## src/rtl/truth_sweep.sv

```systemverilog
// Truth-table sweeper: walks {x,y,z} through 000..111, holds each vector SETTLE cycles, then captures s1/s2.
// Optional build macro SWEEP_CHECK_EN adds the EXP1/EXP2 comparison that drives ok.
module truth_sweep #(
    parameter int         SETTLE = 1,
    parameter logic [7:0] EXP1   = 8'h3F,
    parameter logic [7:0] EXP2   = 8'h30
) (
    input  logic       clk,
    input  logic       reset,
    input  logic       start,
    input  logic       s1,
    input  logic       s2,
    output logic       x,
    output logic       y,
    output logic       z,
    output logic       busy,
    output logic       done,
    output logic [7:0] tt1,
    output logic [7:0] tt2,
    output logic       ok
);

    typedef enum logic [1:0] {IDLE, DRIVE, SAMPLE, DONE} state_t;

    localparam logic [3:0] SETTLE_LAST = 4'(SETTLE - 1);

    state_t     state_q, state_d;
    logic [2:0] idx_q, idx_d;
    logic [3:0] cnt_q, cnt_d;
    logic [7:0] tt1_q, tt1_d;
    logic [7:0] tt2_q, tt2_d;

    always_ff @(posedge clk) begin
        if (reset) begin
            state_q <= IDLE;
            idx_q   <= 3'd0;
            cnt_q   <= 4'd0;
            tt1_q   <= 8'h00;
            tt2_q   <= 8'h00;
        end else begin
            state_q <= state_d;
            idx_q   <= idx_d;
            cnt_q   <= cnt_d;
            tt1_q   <= tt1_d;
            tt2_q   <= tt2_d;
        end
    end

    always_comb begin
        state_d = state_q;
        idx_d   = idx_q;
        cnt_d   = cnt_q;
        tt1_d   = tt1_q;
        tt2_d   = tt2_q;
        case (state_q)
            IDLE: begin
                if (start) begin
                    state_d = DRIVE;
                    idx_d   = 3'd0;
                    cnt_d   = 4'd0;
                    tt1_d   = 8'h00;
                    tt2_d   = 8'h00;
                end
            end
            DRIVE: begin
                if (cnt_q == SETTLE_LAST) begin
                    state_d = SAMPLE;
                end else begin
                    cnt_d = cnt_q + 4'd1;
                end
            end
            SAMPLE: begin
                // Captured unfiltered so X/Z from the function under test stays visible.
                tt1_d[idx_q] = s1;
                tt2_d[idx_q] = s2;
                if (idx_q == 3'd7) begin
                    state_d = DONE;
                end else begin
                    state_d = DRIVE;
                    idx_d   = idx_q + 3'd1;
                    cnt_d   = 4'd0;
                end
            end
            DONE: begin
                state_d = IDLE;
            end
            default: begin
                state_d = IDLE;
            end
        endcase
    end

    assign busy      = (state_q == DRIVE) || (state_q == SAMPLE);
    assign done      = (state_q == DONE);
    assign {x, y, z} = busy ? idx_q : 3'b000;
    assign tt1       = tt1_q;
    assign tt2       = tt2_q;

`ifdef SWEEP_CHECK_EN
    logic ok_q, ok_d;

    // tt*_d already includes the bit captured in the final SAMPLE.
    always_comb begin
        ok_d = ok_q;
        if (state_q == IDLE && start) begin
            ok_d = 1'b0;
        end else if (state_q == SAMPLE && idx_q == 3'd7) begin
            ok_d = (tt1_d == EXP1) && (tt2_d == EXP2);
        end
    end

    always_ff @(posedge clk) begin
        if (reset) begin
            ok_q <= 1'b0;
        end else begin
            ok_q <= ok_d;
        end
    end

    assign ok = ok_q;
`else
    assign ok = 1'b0;
`endif

endmodule

```

## config.mk

```make
export PLATFORM = sky130hd
export DESIGN_NAME = truth_sweep
export DESIGN_NICKNAME = d
export VERILOG_FILES = /design/src/rtl/truth_sweep.sv
export SDC_FILE = /design/constraint.sdc
export NUM_CORES = 1
export LEC_CHECK = 0
export CORE_MARGIN = 1.5
export CORE_UTILIZATION = 45
export DETAILED_ROUTE_END_ITERATION = 10
export GPL_ROUTABILITY_DRIVEN = 0
export GPL_TIMING_DRIVEN = 1
export PLACE_DENSITY_LB_ADDON = 0.12
export SLEW_MARGIN = 0
export SYNTH_ARGS = -nofsm -noshare
export SYNTH_HDL_FRONTEND = slang
export SYNTH_SLANG_ARGS = --single-unit
```

## constraint.sdc

```tcl
create_clock -name clk -period 1.5 [get_ports clk]
set_input_delay 0.45 -clock clk [delete_from_list [all_inputs] [get_ports clk]]
set_output_delay 0.45 -clock clk [all_outputs]
set_load 0.02 [all_outputs]
```

* After elaboration in Yosys (flattened, before gate mapping)
Index checks and enable logic that the tools add are counted.
Word-level totals: input bits 5, output and inout bits 22, logic and storage cells 46, flip-flop bits (word level) 25
Cells by class: multiplexer cells 19, equal/unequal tests 8, magnitude comparators 2, $add $sub $neg 2, reductions and logical operators 10
Operator list (count):
- one-hot mux 8 bit (2 select lines) | 2
- bitwise mux 8 bit | 2
- 2-to-1 mux 4 bit | 3
- one-hot mux 4 bit (3 select lines) | 1
- 2-to-1 mux 3 bit | 3
- 2-to-1 mux 8 bit | 1
- != test 2 bit (second input constant) | 4
- one-hot mux 2 bit (4 select lines) | 1
- 2-to-1 mux 2 bit | 3
- one-hot mux 3 bit (2 select lines) | 1
- adder 4 x 1 -> 4 bit (second input constant) | 1
- == test 2 bit (second input constant) | 2
- logical NOT 4 bit | 1
- < comparator 3 x 4 -> 1 bit (second input constant) | 1
- AND reduction 2 bit | 2
- AND reduction 4 bit | 1
- adder 3 x 1 -> 3 bit (second input constant) | 1
- demux 1 bit (select 3 bit) | 1
- == test 3 bit (second input constant) | 1
- greater-or-equal comparator 3 x 1 -> 1 bit (second input constant) | 1
- AND reduction 3 bit | 1
- nonzero test 3 bit | 1
- == test 2 x 1 -> 1 bit (second input constant) | 1
- logical NOT 2 bit | 1
- other kinds (4) | 4

* Depth between registers and ports, before layout
word-level depth 6, mapped depth 8, gate-level depth less buffers 6

* Least setup slack after synthesis
OpenSTA, ideal clock, no wires.
kind register -> output, start reg state_q[0], end out x, arrival 1136 ps, buffers on the path 0, path slack -86 ps, data required time 1050 ps, cell stages (with the launch flop) 4, path through dfxtp_1 -> clkinv_1 -> ha_1 -> and2_1
Between the ends: cells in the longest elaborated chain, start to end 3, elaborated cells between the ends (all ways) 4, those cells by class eq/ne (2); mux (1); reduce/logical (1)
Ends and longest elaborated chain:
- start: declaration | line 27 | state_t state_q, state_d;
- start signal: assignment | line 41 | state_q <= state_d;
- == test 2 x 1 -> 1 bit or == test 2 bit (tied branches) | line 93 | assign busy = (state_q == DRIVE) || (state_q == SAMPLE);
- logical OR 1 bit (*) | line 93
- via busy | line 16 | output logic busy,
- 2-to-1 mux 3 bit (*) | line 95 | assign {x, y, z} = busy ? idx_q : 3'b000;
- end: declaration | line 13 | output logic x,
The timed path passes the listed nets; every way through them passes the cells marked *.

* Worst setup path in the final report
start reg state_q[0], end out y
Between the ends: cells in the longest elaborated chain, start to end 3, elaborated cells between the ends (all ways) 4, those cells by class eq/ne (2); mux (1); reduce/logical (1)
Ends and longest elaborated chain:
- == test 2 x 1 -> 1 bit or == test 2 bit (tied branches) | line 93
- logical OR 1 bit (*) | line 93
- 2-to-1 mux 3 bit (*) | line 95
- end: declaration | line 14 | output logic y,
Every way passes the cells marked *; elsewhere a longest branch is shown, timed or not.

==> flow_metrics.tcl <==
set metrics [dict create \
    initial_utilization 0.473 \
    io_buffers 25 \
    synthTopCellsByArea "dfxtp_1 (39%), ha_1 (7.7%), a21oi_1 (5.0%), o2bb2ai_1 (4.7%), nor2_1 (4.4%)" \
    core_area_um2 2730 \
    syn-num-nets 157 \
    start_kind "flop" \
    power_density_nw_per_um2 657 \
    hold_viol 0 \
    post_route_cells_drive_above_1_share 0.557 \
    ff2ff_setup_slack_ps -210 \
    drt_iter0_markers 37 \
    ir_drop_v 0.000759 \
    drc 0 \
    die-area_um2 3200 \
    place_inst 214 \
    p_clk_frac 0.223 \
    worstPathRequired_ps 1050 \
    fp.dieH_um 56.6 \
    fin_cells 225 \
    hold_path_depth 1 \
    clk_pin_slew_ps 150 \
    cp_cell_sequence "clkinv_4 > ha_4 > and2_4 > buf_6" \
    syn-cell-area_um2 1290 \
    drv_cap 0 \
    yosysSeqAreaShare 0.387 \
    synth_cells 144 \
    finalMaxSlewViolations 0 \
    track_usage 0.230 \
    p_int_mw 0.996 \
    failed_checks "negative setup slack" \
    ant_nets 0 \
    p_sw_frac 0.315 \
    cts-root-buf "clkbuf_4" \
    slowest_stage "dfxtp_4" \
    grt_pass1_vias 1225 \
    cts_max_path_buffers 2 \
    vias 1281 \
    grt_pass1_wl_mm 5.65 \
    syn2layout_area_growth_pct 71.2 \
    synth_edf_count 0 \
    outcome "finished with violations" \
    endpoint_kind "output pin" \
    max_stage_delay_ps 400 \
    min_period_ps 1770 \
    critPathArrivalTime_ps 1320 \
    rsz0062_at_grt "yes" \
    crit_type "reg2out" \
    yosysWarnings 0 \
    io_pins 27 \
    yosysTopAreaCell "dfxtp_1" \
    setup_viol 30 \
    routed_wirelength_mm 3.85 \
    ys_types 37 \
    antenna_found_initial 0 \
    cts-htree-levels 1 \
    synthMostInstantiatedCell "dfxtp_1" \
    max_freq_mhz 565 \
    syn_avg_cell_area_um2 8.98 \
    first_pass_iters 4 \
    pwr-share-comb 0.309 \
    p_sw_mw 0.458 \
    cellLeakagePower_nw 0.871 \
    filler_cell_count 180 \
    synth_commonest_cells "dfxtp_1 (25), nor2_1 (15), a21oi_1 (13), ha_1 (8)" \
    diodes 0 \
    cts_buffers 3 \
    layout_setup_ws_ps -269 \
    overflow 0 \
    power_frac_seq 0.468 \
    synth_top_flop_cell "dfxtp_1" \
    die_w_um 56.6 \
    async_reset_ff_frac 0 \
    reg2reg_depth 10 \
    num_rows 19 \
    numClockSinks 25 \
    hp-class "reg2reg" \
    post_drt_wl_per_cell_um 17.1 \
    ys_seq_elements 25 \
    cp_max_fo 4 \
    clock_latency_ps 340 \
    cts_tree "done" \
    finalPower_mw 1.45 \
    vias_per_cell 5.69 \
    nNetsFinal 208 \
    dpl.hpwl_mm 2.25 \
    grt_start_max_net_pins 15 \
    period_share 1.18 \
    fin_skew_ps 13.7 \
    synth_top_area_frac 0.387 \
]
-- layout by cell type, fill, tap and decap left out, types with 4 or more instances in the layout --
cell             instances
buf_6                   13
clkdlybuf4s50_1          4
ha_4                     5
a22o_1                   5
o2bb2ai_2                6
nor2_2                   7
nor2_1                   7
clkdlybuf4s15_1          7
nand3b_1                 5
clkbuf_2                 8
a21oi_4                  8
buf_4                   18
dfxtp_1                 21
-- registers in the layout, summed over array words and instances (netlist names) --
| register | flops |
|---|---|
| idx_q | 3 |
| state_q | 2 |
| tt2 | 8 |
| cnt_q | 4 |
| tt1 | 8 |
-- cells by family after synthesis --
logic type	Yosys count	synth area share
AO/OA/AOI/OAI	40	0.223
adder cells (fa/ha/maj)	8	0.0774
buffers and inverters	15	0.0532
flip-flops	25	0.387
multiplexers	2	0.0155
other	1	0.00290
AND/OR/NAND/NOR	53	0.241
-- cell type report --
class / instances / area (um2) / share of cell area
clock inverters: 1 / 5.00 / 0.00226
multi-input cells: 104 / 1080 / 0.489
repair buffers: 56 / 533 / 0.241
well taps: 31 / 38.8 / 0.0175
inverters: 5 / 23.8 / 0.0107
flip-flops and latches: 25 / 508 / 0.230
clock buffers: 3 / 22.5 / 0.0102
-- power by group through the flow --
| stage | sequential (mW) | clock, mW | combinational (mW) |
|---|---|---|---|
| floorplan | 0.694 | 0 | 0.136 |
| global route | 0.682 | 0.345 | 0.474 |
| finish | 0.680 | 0.325 | 0.450 |
| detailed placement | 0.691 | 0 | 0.236 |
| global placement | 0.691 | 0 | 0.230 |
| CTS | 0.679 | 0.336 | 0.347 |
-- per-layer routing --
layer  share of wire  track usage  vias up
li1                -            -      624
met1            0.41        0.261      618
met2            0.54        0.424       33
met3           0.035       0.0230        6
met4           0.018        0.109        0
met5               0            0        -
-- path summary, 6_finish.rpt --
check,to,start
worst max-delay path,y,state_q[0]
worst min-delay path,tt2[6],tt2[6]
worst max register to register,tt1[1],state_q[0]
worst min register to register,tt2[6],tt2[6]
-- worst max-delay path, delay by kind of cell, from the launching register on --
family	cells	cell delay, ps
fa+ha+maj	1	280
buf+inv	2	170
flops	1	400
simple gates	1	140
-- timing repair --
action / CTS / global route
setup buffers: 4 / 3
endpoints found under the hold margin: 0 / 0
setup endpoints to repair: 44 / 41
cloned: 2 / 0
hold buffers: 0 / 0
resized for setup: 95 / 68
pin swaps: 24 / 24
-- metrics by stage --
stage	TNS, ps	cell area [um2]	utilization	hold WS, ps	worst slack, ps
after floorplan	0	1300	-	471	2.16
after global placement	-7820	1720	0.630	449	-361
after detailed placement	-8600	1720	0.630	448	-412
after CTS	-2660	1980	0.724	478	-266
after global routing	-6170	2210	0.810	490	-308
final	-4570	2210	0.810	481	-269
Note: power is estimated with default switching activity, not from simulation.
